### config.mk
export PLATFORM = sky130hd
export DESIGN_NAME = decode_ctrl_pipe
export DESIGN_NICKNAME = d
export VERILOG_FILES = /design/src/rtl/decode_ctrl_pipe.sv
export SDC_FILE = /design/constraint.sdc
export NUM_CORES = 1
export LEC_CHECK = 0
export BUFFER_PORTS_ARGS = -buffer_cell sky130_fd_sc_hd__clkbuf_2
export CORE_UTILIZATION = 47
export CTS_BUF_LIST = sky130_fd_sc_hd__clkbuf_4
export DETAILED_ROUTE_END_ITERATION = 8
export GPL_TIMING_DRIVEN = 0
export PLACE_DENSITY_LB_ADDON = 0.12
export SETUP_SLACK_MARGIN = 0.4
export SLEW_MARGIN = 20
export SYNTH_ARGS = -nofsm -noshare
export SYNTH_HDL_FRONTEND = slang
export SYNTH_SLANG_ARGS = --single-unit
### constraint.sdc
create_clock -name clk -period 4.3 [get_ports clk]
set_input_delay 1.075 -clock clk [delete_from_list [all_inputs] [get_ports clk]]
set_output_delay 1.075 -clock clk [all_outputs]
set_load 0.005 [all_outputs]
### src/rtl/decode_ctrl_pipe.sv
// decode_ctrl_pipe
//   Decode-stage control unit with registered ID/EX, EX/MEM and MEM/WB
//   control stages. The 6-bit opcode decodes into WB/MEM/EX control groups.
//   Stalls, flushes and idle slots insert bubbles. Illegal opcodes raise a
//   one-cycle pulse and bump a saturating counter.
// Parameters
//   EXT_OPS   : 1 = ADDI/ANDI legal, 0 = both illegal
//   ILL_CNT_W : illegal-opcode counter width
// Ports
//   clk, rst            : clock, async active-low reset
//   opcode, valid_in    : instruction[31:26] from IF/ID and its valid bit
//   stall, flush        : load-use bubble / branch-taken clear
//   idex_wb/mem/ex      : ID/EX control groups
//   exmem_wb/mem        : EX/MEM control groups
//   memwb_wb            : MEM/WB control group
//   illegal, ill_cnt    : illegal-opcode pulse and saturating count
module decode_ctrl_pipe #(
  parameter bit EXT_OPS   = 1'b1,
  parameter int ILL_CNT_W = 8
) (
  input  logic                 clk,
  input  logic                 rst,
  input  logic [5:0]           opcode,
  input  logic                 valid_in,
  input  logic                 stall,
  input  logic                 flush,
  output logic [1:0]           idex_wb,
  output logic [2:0]           idex_mem,
  output logic [3:0]           idex_ex,
  output logic [1:0]           exmem_wb,
  output logic [2:0]           exmem_mem,
  output logic [1:0]           memwb_wb,
  output logic                 illegal,
  output logic [ILL_CNT_W-1:0] ill_cnt
);

  typedef struct packed {
    logic [1:0] wb;   // {RegWrite, MemtoReg}
    logic [2:0] mem;  // {Branch, MemRead, MemWrite}
    logic [3:0] ex;   // {RegDst, ALUOp[1:0], ALUSrc}
  } ctrl_t;

  typedef struct packed {
    logic [1:0] wb;
    logic [2:0] mem;
  } wbmem_t;

  ctrl_t                dec;
  logic                 legal;
  ctrl_t                idex_d,    idex_q;
  wbmem_t               exmem_d,   exmem_q;
  logic [1:0]           memwb_d,   memwb_q;
  logic                 ill_d,     ill_q;
  logic [ILL_CNT_W-1:0] ill_cnt_d, ill_cnt_q;

  // Opcode decode; anything unlisted stays all-zero, which is a bubble.
  always_comb begin
    dec   = '0;
    legal = 1'b1;
    unique case (opcode)
      6'b000000: dec = '{wb: 2'b10, mem: 3'b000, ex: 4'b1100}; // RTYPE
      6'b100011: dec = '{wb: 2'b11, mem: 3'b010, ex: 4'b0001}; // LW
      6'b101011: dec = '{wb: 2'b00, mem: 3'b001, ex: 4'b0001}; // SW
      6'b000100: dec = '{wb: 2'b00, mem: 3'b100, ex: 4'b0010}; // BEQ
      6'b100000: dec = '0;                                      // NOP
      6'b001000: begin                                          // ADDI
        if (EXT_OPS) dec = '{wb: 2'b10, mem: 3'b000, ex: 4'b0001};
        else         legal = 1'b0;
      end
      6'b001100: begin                                          // ANDI
        if (EXT_OPS) dec = '{wb: 2'b10, mem: 3'b000, ex: 4'b0111};
        else         legal = 1'b0;
      end
      default:   legal = 1'b0;
    endcase
  end

  // Flush outranks stall; both outrank the decoded value.
  always_comb begin
    idex_d    = (flush || stall || !valid_in) ? ctrl_t'('0) : dec;
    exmem_d   = flush ? wbmem_t'('0) : '{wb: idex_q.wb, mem: idex_q.mem};
    memwb_d   = exmem_q.wb;
    ill_d     = valid_in && !legal && !stall && !flush;
    ill_cnt_d = ill_cnt_q;
    // Count on the same edge that raises the pulse, so both appear together.
    if (ill_d && (ill_cnt_q != {ILL_CNT_W{1'b1}}))
      ill_cnt_d = ill_cnt_q + ILL_CNT_W'(1);
  end

  always_ff @(posedge clk or negedge rst) begin
    if (!rst) begin
      idex_q    <= '0;
      exmem_q   <= '0;
      memwb_q   <= '0;
      ill_q     <= 1'b0;
      ill_cnt_q <= '0;
    end else begin
      idex_q    <= idex_d;
      exmem_q   <= exmem_d;
      memwb_q   <= memwb_d;
      ill_q     <= ill_d;
      ill_cnt_q <= ill_cnt_d;
    end
  end

  assign idex_wb   = idex_q.wb;
  assign idex_mem  = idex_q.mem;
  assign idex_ex   = idex_q.ex;
  assign exmem_wb  = exmem_q.wb;
  assign exmem_mem = exmem_q.mem;
  assign memwb_wb  = memwb_q;
  assign illegal   = ill_q;
  assign ill_cnt   = ill_cnt_q;

endmodule

# Word-level counts from Yosys, hierarchy flattened
# Index checks and enable logic that the tools add are counted.
# totals
in_bits,11
register_bits,25
output_inout_bits,25
elab_cells,32
# op_classes
add_sub_neg,1
n_eq_ne,7
mux,4
reduce_logical,12
# op_table
operator,count
9-bit case mux with 6 select lines,1
6-bit == test (second input constant),3
6-bit by 4-bit == test with 1-bit output (second input constant),2
9-bit 2-to-1 mux,1
8-bit by 1-bit adder with 8-bit output (second input constant),1
8-bit inequality test (second input constant),1
7-bit OR reduction,1
6-bit by 3-bit == test with 1-bit output (second input constant),1
6-bit logical NOT,1
5-bit 2-to-1 mux,1
1-bit logical AND,4
1-bit logical NOT,4
1-bit logical OR,2
1-bit 2-to-1 mux,1

# Longest topological paths before layout
# Gate-level depths: netlist of the first run.
# depth
depth_word,8
depth_mapped,5
ltp_nobuf,5

# Least setup slack after synthesis of the first run
# Ideal clock, no wire load.
# synth_timing
path_kind,input to register
startpoint,in opcode[0]
endpoint,"reg ill_cnt_q[1], in the netlist ill_cnt[1]"
slack_ps,2066
setup_ps,125
path_stages,4
arrival_ps,2109
n_path_buf,0
t_required_ps,4175
path_cell_list,or4_4 o211ai_2 nor2_2 mux2_4
# synth_between
elab_chain_cells,8
elab_cells_between_ends,14
cone_classes,eq/ne: 6; mux: 1; reduce/logical: 7
# synth_rtl
item,line_no,text
from (decl),23,"input logic [5:0] opcode,"
6-bit by 4-bit == test with 1-bit output (tied with other cells),60,unique case (opcode)
7-bit OR reduction (no source line) (*),--,
1-bit 2-to-1 mux (*),--,
1-bit logical NOT (*),83,ill_d = valid_in && !legal && !stall && !flush;
1-bit logical AND (*) (3 in series),83,
1-bit logical AND (*),86,if (ill_d && (ill_cnt_q != {ILL_CNT_W{1'b1}}))
to (signal assigned),102,ill_cnt_q <= ill_cnt_d;
to (decl),54,"logic [ILL_CNT_W-1:0] ill_cnt_d, ill_cnt_q;"
# Mark *: on every way between the ends. The rest lies on a longest branch, timed or not.
# A chain may end at the register's enable or synchronous reset.

# Worst setup path in the final report of the first run
# layout_timing
startpoint,in opcode[2]
endpoint,"reg ill_cnt_q[1], in the netlist ill_cnt[1]"
# The elaborated chain is that of the path after synthesis.

==> flow_summary_export.csv, run 1 <==
group,metric,value,unit
clock_tree,cts_num_sinks,23,
finish,area.growth.synth_to_final,24.1,%
grt,grt_max_degree,24,
power,irDropWorstVdd,0.216,mV
finish,nFillCells,173,
setup_path,path_max_fanout,9,
clock_tree,cts_buffer_depth,2,
setup_path,crit_chain,"clkbuf_2 > or3b_4 > a21oi_4 > nor2_2 > mux2_4",
setup_path,cpMaxStageDelayCell,"or3b_4",
logic_synthesis,synth.distinct_cells,29,
setup_path,cp-end-kind,"register",
finish,final_area,0.00122,mm²
finish,layout_common_cells,"35 x clkbuf_2, 23 x dfrtp_1, 6 x nand2_1, 6 x xor2_1",
sta,hold_viol_final,0,
sta,rsz0062_at_grt,"no",
drt,drt_iter0_markers,7,
placement,port_buffers,35,
sta,timing.setup.tns,0,ps
drt,routedWlPerCell,11.5,µm
drt,route.met2.wl,809,µm
sta,fin_skew,0.539,ps
clock_tree,cts_tree,"yes",
sta,period_share,0.491,
clock_tree,path_clk_slew,120,ps
clock_tree,postCtsSetupBuffers,0,
grt,grtUsageTotal,0.167,
sta,fmax,474,MHz
finish,nets,131,
setup_path,crit_buf_inv,1,
grt,grt_pass1_vias,599,
logic_synthesis,synth_nets,91,
die,fp.coreArea,0.00196,mm²
sta,timing.final.crit_period,2110,ps
power,p_int,317,µW
job,drv_cap,0,
hold_path,hold_path.class,"register to register",
outcome,status,"complete, but fails checks",
setup_path,crit_cells,5,
placement,dpl_cell_area,0.00119,mm²
setup_path,reg2reg_to,"ill_cnt[7]",
power,p_sw,128,µW
drt,vias_per_cell,5.03,
drt,firstDrtPassIters,6,
setup_path,cp-start-kind,"input pin",
logic_synthesis,synth_warnings,0,
setup_path,cp.arrival,2310,ps
drt,routed_wl,1.67,mm
sta,finalMaxSlewViolations,0,
drt,met1_length,778,µm
clock_tree,htreeDepth,1,
die,die_w,47.7,µm
finish,insertedDiodeCount,0,
finish,final_common_cell,"clkbuf_2",
sta,relSlewSlack,0.642,
logic_synthesis,synth_cells,79,
die,rows,16,
power,p_per_area,366,mW/mm²
setup_path,cp_top_family,"simple AND/OR/NAND/NOR gates",
clock_tree,numCtsBuffers,3,
finish,drive_above_1_share,0.458,
die,ioPinCount,36,
die,dieArea,0.00227,mm²
logic_synthesis,postSynthAreaPerCell,12.4,µm²
drt,dr_wl_met3,61,µm
power,pwr-share-seq,0.592,
setup_path,cpPeakStageDelay,440,ps
outcome,violations,"design-rule violations",
grt,grt_pass1_wl,2.60,mm
drt,routed.top_layer,"met4",
finish,multi_input_area,382,µm²
setup_path,crit_required,4500,ps
sta,tightest_slew,536,ps
logic_synthesis,ys_seq_area_frac,0.587,
setup_path,ff2ff_path_depth,5,
setup_path,endpoint,"ill_cnt[1]",
placement,dpl.hpwl,1.24,mm
clock_tree,clock_latency,300,ps
grt,overflow,0,
setup_path,r2r_start,"ill_cnt[0]",
clock_tree,cts_resized,0,
logic_synthesis,netlist_area,980,µm²
setup_path,crit_path_start,"opcode[2]",
setup_path,critPathKind,"input pin to register",
drt,drc,1,
placement,place_congestion,0.749,
sta,finalSetupViolCount,0,
setup_path,r2r_setup_slack,2720,ps
clock_tree,cts.root.buffer_cell,"clkbuf_4",
clock_tree,cts_hold_buf,0,
logic_synthesis,ys_seq_elements,23,
drt,num_vias,729,
power,swShare,0.288,
power,combPwrFrac,0.195,
power,p_clk_frac,0.213,
grt,antenna_found_initial,0,
die,die_y,47.7,µm
drt,antenna_left,0,
die,start_util,0.499,
finish,regArea,576,µm²
power,leakage,0.000637,µW
==> how the worst min path moves through the flow <==
stage | startpoint | cells past startpoint | end
detailed placement | exmem_wb[1] | 0 | memwb_wb[1]
floorplan | exmem_wb[1] | 0 | memwb_wb[1]
global route | exmem_wb[1] | 0 | memwb_wb[1]
CTS | exmem_wb[1] | 0 | memwb_wb[1]
global placement | exmem_wb[1] | 0 | memwb_wb[1]
finish | exmem_wb[1] | 0 | memwb_wb[1]
==> stage by stage <==
step	worst slack, ps	utilization	power (µW)	hold WS (ps)	instances
floorplan	2070	-	312	376	79
global placement	1870	0.606	353	357	141
detailed placement	1870	0.606	355	387	141
CTS	2200	0.620	453	414	145
global route	2150	0.620	479	432	145
finish	2190	0.620	445	407	145
==> Yosys cell counts <==
cell / n / area [µm²]
and2_2: 1 / 7.51
nand2_1: 6 / 22.5
dfrtp_1: 23 / 576
o41ai_1: 1 / 8.76
a21oi_4: 1 / 16.3
or3_4: 1 / 11.3
buf_4: 2 / 15.0
inv_1: 2 / 7.51
nor3_1: 3 / 15.0
or4_4: 1 / 11.3
nor3_2: 1 / 10.0
o32ai_1: 1 / 8.76
nand4_1: 2 / 12.5
nor2_2: 1 / 6.26
ha_1: 1 / 12.5
mux2_4: 2 / 30.0
a2111oi_0: 1 / 8.76
nor2b_1: 4 / 25.0
o31ai_1: 1 / 7.51
o211ai_2: 1 / 12.5
nor4_1: 5 / 31.3
or3b_4: 1 / 11.3
nor2_1: 5 / 18.8
and3_2: 1 / 7.51
or2_2: 1 / 6.26
nor3b_2: 1 / 12.5
nand3_1: 2 / 10.0
a21oi_1: 1 / 5.00
xor2_1: 6 / 52.6
==> kinds of logic (layout without fill, tap and decap cells) <==
group,count (synthesis),count (layout),share of synthesized area
buffers and inverters,4,43,0.0230
DFF,23,23,0.587
and+or+nand+nor,36,36,0.223
AOI/OAI and AO/OA,7,7,0.0690
adders and majority gates,1,1,0.0128
muxes,2,2,0.0307
xor gates and xnor gates,6,6,0.0536
==> worst register-to-register path: cells and delay by family, from the launching register on <==
| kind | cells | cell delay, ps |
|---|---|---|
| AND/OR/NAND/NOR | 2 | 510 |
| AO/OA/AOI/OAI | 1 | 180 |
| adder cells (fa/ha/maj) | 1 | 220 |
| flip-flops | 1 | 430 |
| XOR/XNOR | 1 | 170 |
==> area by class of cell <==
class / count / share of cell area
Multi-Input combinational cell: 52 / 0.314
Inverter: 2 / 0.00617
Timing Repair Buffer: 35 / 0.144
Tap cell: 27 / 0.0278
Buffer: 2 / 0.0123
Clock buffer: 3 / 0.0185
Clock inverter: 1 / 0.00412
Sequential cell: 23 / 0.473
==> power groups by stage <==
stage | clock network (µW) | registers, µW | logic (µW)
6_report | 94.8 | 264 | 87.0
5_1_grt | 109 | 270 | 100
3_5_place_dp | 0 | 268 | 87.1
3_3_place_gp | 0 | 268 | 85.1
4_1_cts | 100 | 264 | 88.2
2_1_floorplan | 0 | 267 | 44.9
==> sequential cells by signal, summed over array words and instances, names as in the netlist <==
signal and flops:
memwb_wb 2, ill_cnt 8, illegal 1, idex_wb 1, exmem_wb 1, exmem_mem 3, idex_ex 4, idex_mem 3
==> layer usage <==
metal | up-vias | global-route usage
li1 | 360 | -
met1 | 346 | 0.241
met2 | 21 | 0.247
met3 | 2 | 0.0226
met4 | 0 | 0.0833
met5 | - | 0
Note: power is estimated with default switching activity, not from simulation.
==> run 2, diff against run 1 <==
CORE_UTILIZATION = 45   (was 47)
clock period = 1.8 ns   (was 4.3 ns; I/O delays follow)
==> run 2 against run 1 <==
  * The flow now finishes without violations
  * Flip-flop and latch count stayed put
  * Combinational power grew to 3.5 times the previous value
  * Count of clock-buffer cells in the layout stayed put
  * Via count is 13% higher
  * Sequential power is 140% higher
  * Clock skew hardly changed
  * Critical path type is now register to register
==> flow_summary_export.csv, run 2 (same netlist as run 1, synthesis figures left out) <==
group,metric,value,unit
outcome,status,"finished, final reports clean",
power,power,1170,µW
power,p_sw,360,µW
clock_tree,cts_tree,"yes",
sta,timing.final.crit_period,1460,ps
sta,period_share,0.812,
grt,overflow,0,
placement,dpl.hpwl,1.32,mm
job,drv_cap,0,
sta,fmax,684,MHz
power,p_per_area,832,mW/mm²
sta,hold_viol_final,0,
finish,area.growth.synth_to_final,43.9,%
sta,finalMaxSlewViolations,0,
clock_tree,clock_latency,300,ps
die,rows,16,
drt,antenna_left,0,
sta,fin_skew,0.551,ps
die,start_util,0.489,
power,p_int,813,µW
die,ioPinCount,36,
sta,relSlewSlack,0.623,
setup_path,critPathKind,"register to register",
clock_tree,cts_hold_buf,0,
power,pwr-share-seq,0.541,
sta,finalSetupViolCount,0,
setup_path,cp-start-kind,"register",
drt,firstDrtPassIters,4,
drt,drc,0,
clock_tree,cts_num_sinks,23,
clock_tree,htreeDepth,1,
finish,final_common_cell,"clkbuf_2",
die,dieArea,0.00237,mm²
drt,routed_wl,2.09,mm
power,combPwrFrac,0.262,
setup_path,path_max_fanout,6,
finish,nFillCells,158,
grt,grtUsageTotal,0.181,
clock_tree,cts_buffer_depth,2,
grt,grt_max_degree,24,
clock_tree,numCtsBuffers,3,
setup_path,cp-end-kind,"register",
finish,multi_input_area,438,µm²
drt,vias_per_cell,5.19,
setup_path,crit_required,2000,ps
clock_tree,path_clk_slew,120,ps
grt,antenna_found_initial,0,
drt,drt_iter0_markers,14,
power,p_clk_frac,0.197,
sta,tightest_slew,566,ps
clock_tree,cts.root.buffer_cell,"clkbuf_4",
grt,grt_pass1_vias,756,
finish,drive_above_1_share,0.568,
drt,routedWlPerCell,13.2,µm
power,leakage,0.000740,µW
sta,rsz0062_at_grt,"yes",
hold_path,hold_path.class,"input pin to async pin",
power,irDropWorstVdd,0.563,mV
die,fp.coreArea,0.00200,mm²
finish,regArea,578,µm²
setup_path,cp.arrival,1660,ps
placement,port_buffers,35,
drt,num_vias,826,
finish,insertedDiodeCount,0,
power,swShare,0.307,
finish,largest_reg_flops,8,
placement,place_congestion,0.725,
die,die_w,48.7,µm
sta,worst_hold_slack,113,ps
finish,layout_common_cells,"32 x clkbuf_2, 21 x dfrtp_1, 13 x buf_4",
grt,grt_pass1_wl,3.24,mm
finish,nets,145,
die,die_y,48.7,µm
[run 2: cell count changes in the layout (fill, tap and decap cells not counted), sizes merged]
cell / before / now
buf: 2 / 19
clkbuf: 38 / 35
[run 2: worst paths after layout]
| path | start | end | slack [ps] | depth (start not counted) |
|---|---|---|---|---|
| worst max-delay path | ill_cnt[0] | ill_cnt[1] | 340 | 5 |
| worst min-delay path | rst | idex_mem[0] | 110 | 1 |
| worst max register to register | ill_cnt[0] | ill_cnt[1] | 340 | 5 |
| worst min register to register | exmem_wb[1] | memwb_wb[1] | 390 | 0 |
| max in group asynchronous | rst | ill_cnt[3] | 1290 | 1 |
| min in group clk | opcode[2] | idex_ex[3] | 330 | 2 |
[run 2: per-stage QoR]
stage | utilization | setup slack, ps | setup TNS, ps | std cells | instance area [µm²]
floorplan | - | 193 | 0 | 79 | 988
global placement | 0.598 | -4.17 | -4.17 | 141 | 1200
detailed placement | 0.598 | -17.4 | -17.4 | 141 | 1200
CTS | 0.668 | 362 | 0 | 157 | 1340
global route | 0.704 | 291 | 0 | 159 | 1410
finish | 0.704 | 338 | 0 | 159 | 1410
[run 2: cell type report]
| cell class | instances | area share |
|---|---|---|
| tap | 27 | 0.0240 |
| clock inverter | 1 | 0.00355 |
| multi-input combinational | 52 | 0.311 |
| buffer | 2 | 0.0160 |
| timing repair buffer | 49 | 0.215 |
| sequential | 23 | 0.410 |
| clock buffer | 3 | 0.0160 |
| inverter | 2 | 0.00532 |
[run 2: critical path, stage by stage (launching register included)]
cell and delay [ps]:
dfrtp_1 380, ha_2 220, nand3_4 80, o211ai_4 320
nor2_4 60, mux2_4 300
[run 2: repair_timing]
| action | 4_1_cts | 5_1_grt |
|---|---|---|
| buffers inserted | 12 | 2 |
| setup endpoints to repair | 10 | 13 |
| pin swaps | 3 | 4 |
| resized for setup | 5 | 13 |
[run 2: power groups by stage]
stage	logic [µW]	registers (µW)	clock network [µW]
6_report	307	634	231
5_1_grt	332	640	261
4_1_cts	292	619	237
3_5_place_dp	215	643	0
3_3_place_gp	205	639	0
2_1_floorplan	109	638	0
[run 2: layer usage]
layer,up-vias,global-route usage,share of wire
met1,389,0.220,0.40
met3,6,0.0189,0.052
met2,43,0.313,0.54
li1,388,-,-
met5,-,0,0
met4,0,0.103,0.0086
==> run 3, diff against run 2 <==
ABC_AREA = 1   (was unset)
CORE_UTILIZATION = 46   (was 45)
clock period = 1.3 ns   (was 1.8 ns; I/O delays follow)
==> run 3 against run 2 <==
  * The run now ends with negative hold slack left
  * First-iteration DRC count grew 50%
  * Via count grew 19%
  * Worst setup slack lost 310 ps
  * Critical path depth shrank 3
  * Synthesized cell count grew 56%
  * Count of clock-buffer cells in the layout is the same
  * Clock skew grew 0.51 ps
  * Critical endpoint is now exmem_wb[0]
==> flow_summary_export.csv, run 3 <==
group,metric,value,unit
logic_synthesis,ys.flop_type,"dfrtp_1",
logic_synthesis,synth_nets,135,
setup_path,crit_chain,"buf_6 > buf_6",
placement,dpl.hpwl,1.51,mm
sta,period_share,0.978,
drt,routed_wl,2.32,mm
placement,place_congestion,0.764,
setup_path,r2r_start,"ill_cnt[5]",
die,dieArea,0.00257,mm²
clock_tree,path_clk_slew,140,ps
sta,relSlewSlack,0.624,
logic_synthesis,async_reset_ff_frac,1.00,
die,rows,17,
setup_path,path_max_fanout,3,
logic_synthesis,netlist.area_leader.share,0.528,
finish,drive_above_1_share,0.503,
sta,fmax,787,MHz
finish,nFillCells,189,
logic_synthesis,synth_most_common_cell,"nand2_1",
finish,multi_input_area,514,µm²
hold_path,hold_path.class,"input pin to async pin",
drt,drt_iter0_markers,21,
die,die_w,50.7,µm
sta,timing.final.crit_period,1270,ps
placement,port_buffers,35,
finish,regArea,581,µm²
logic_synthesis,synth_common_cells,"32 x nand2_1, 23 x dfrtp_1, 16 x inv_1",
placement,dp_cells,186,
logic_synthesis,ys_seq_elements,23,
setup_path,crit_path_start,"exmem_mem[1]",
finish,final_common_cell,"clkbuf_2",
placement,pre_cts_ws,-40.1,ps
finish,insertedDiodeCount,0,
die,die_y,50.7,µm
grt,grt_pass1_wl,3.87,mm
power,p_per_area,1040,mW/mm²
grt,overflow,0,
finish,layout_common_cells,"29 x clkbuf_2, 21 x nand2_1, 19 x dfrtp_1, 14 x inv_1, 14 x buf_4",
finish,nets,190,
logic_synthesis,synth_area_leaders,"dfrtp_1 53%, nand2_1 11%, nand3_1 6.0%",
sta,rsz0062_at_grt,"yes",
sta,worst_slack,28.8,ps
setup_path,path_common_cell,"buf_6",
clock_tree,cts_num_sinks,23,
sta,timing.setup.tns,0,ps
job,drv_cap,0,
power,leakage,0.000850,µW
outcome,violations,"negative hold slack",
setup_path,cp.arrival,950,ps
logic_synthesis,postSynthAreaPerCell,8.86,µm²
logic_synthesis,ys_seq_area_frac,0.528,
setup_path,cp-start-kind,"register",
logic_synthesis,synth_warnings,0,
outcome,status,"complete, but fails checks",
clock_tree,cts_buffer_depth,2,
drt,drc,0,
setup_path,cpMaxStageDelayCell,"dfrtp_1",
logic_synthesis,yosys.area.top_type,"dfrtp_1",
sta,fin_skew,1.06,ps
finish,area.growth.synth_to_final,42.3,%
finish,largest_reg_flops,8,
setup_path,cp-end-kind,"output port",
clock_tree,clock_latency,300,ps
setup_path,crit_required,980,ps
drt,antenna_left,0,
die,ioPinCount,36,
grt,antenna_found_initial,0,
drt,vias_per_cell,4.78,
die,start_util,0.493,
sta,tightest_slew,564,ps
clock_tree,htreeDepth,1,
logic_synthesis,synth_edf_count,0,
grt,grt_max_degree,24,
grt,grtUsageTotal,0.199,
sta,finalSetupViolCount,0,
die,fp.coreArea,0.00221,mm²
sta,hold_viol_final,23,
setup_path,cpPeakStageDelay,430,ps
logic_synthesis,netlist_area,0.00109,mm²
clock_tree,numCtsBuffers,3,
clock_tree,cts.root.buffer_cell,"clkbuf_4",
drt,num_vias,980,
clock_tree,cts_tree,"yes",
grt,grt_pass1_vias,910,
logic_synthesis,synth_cells,123,
setup_path,critPathKind,"register to output port",
finish,post_layout_nonfiller_instances,205,
power,irDropWorstVdd,0.773,mV
logic_synthesis,synth.distinct_cells,24,
sta,worst_hold_slack,-20.6,ps
drt,routedWlPerCell,11.3,µm
drt,firstDrtPassIters,4,
sta,finalMaxSlewViolations,0,
-- run 3: where the power goes --
group          internal, µW  switching, µW
sequential              774           85.6
combinational           218            197
clock                   117            223
-- run 3: path summary, 6_finish.rpt --
path	to	slack, ps	cells after the start
max in group asynchronous	ill_cnt[3]	920	1
hold reg to reg	memwb_wb[1]	390	0
setup reg to reg	ill_cnt[7]	80	8
hold / removal	ill_cnt[5]	-20	1
min in group clk	exmem_mem[1]	230	2
setup / recovery	exmem_wb[0]	30	2
-- run 3: critical path, delay by kind of cell (launching register included) --
kind / cells / cell delay, ps
flops: 1 / 430
buf+inv: 2 / 220
-- run 3: timing repair --
action | 4_1_cts | 5_1_grt
setup endpoints to repair | 33 | 33
setup buffers | 8 | 6
gates cloned | 1 | 0
pin swaps | 1 | 2
hold endpoints to repair | 13 | 0
resized for setup | 1 | 24
-- run 3: final cells by class --
type | instances | share of cell area
Sequential cell | 23 | 0.374
Multi-Input combinational cell | 81 | 0.332
Buffer | 2 | 0.0145
Clock buffer | 3 | 0.0145
Clock inverter | 1 | 0.00484
Timing Repair Buffer | 49 | 0.193
Tap cell | 28 | 0.0226
Inverter | 18 | 0.0444
-- run 3: cells by family after synthesis --
kind of cell,count (synthesis),share of synthesized area
xor gates and xnor gates,3,0.0241
buffers and inverters,20,0.0769
AOI/OAI and AO/OA,3,0.0149
DFF,23,0.528
adders and majority gates,1,0.0115
and+or+nand+nor,73,0.344
-- run 3: routing by layer --
metal	up-vias	global-route usage	share of wire
li1	496	-	-
met1	455	0.262	0.46
met2	25	0.331	0.49
met3	4	0.0333	0.035
met4	0	0.0648	0.018
met5	-	0	0
-- run 3: through the flow --
| stage | util | hold slack [ps] | power, µW | instance area (µm²) |
|---|---|---|---|---|
| 2_1_floorplan | - | 29.4 | 1010 | 1120 |
| 3_3_place_gp | 0.602 | 337 | 1130 | 1330 |
| 3_5_place_dp | 0.602 | 340 | 1140 | 1330 |
| 4_1_cts | 0.648 | -1.21 | 1510 | 1430 |
| 5_1_grt | 0.701 | 14.9 | 1700 | 1550 |
| 6_report | 0.701 | -20.6 | 1610 | 1550 |
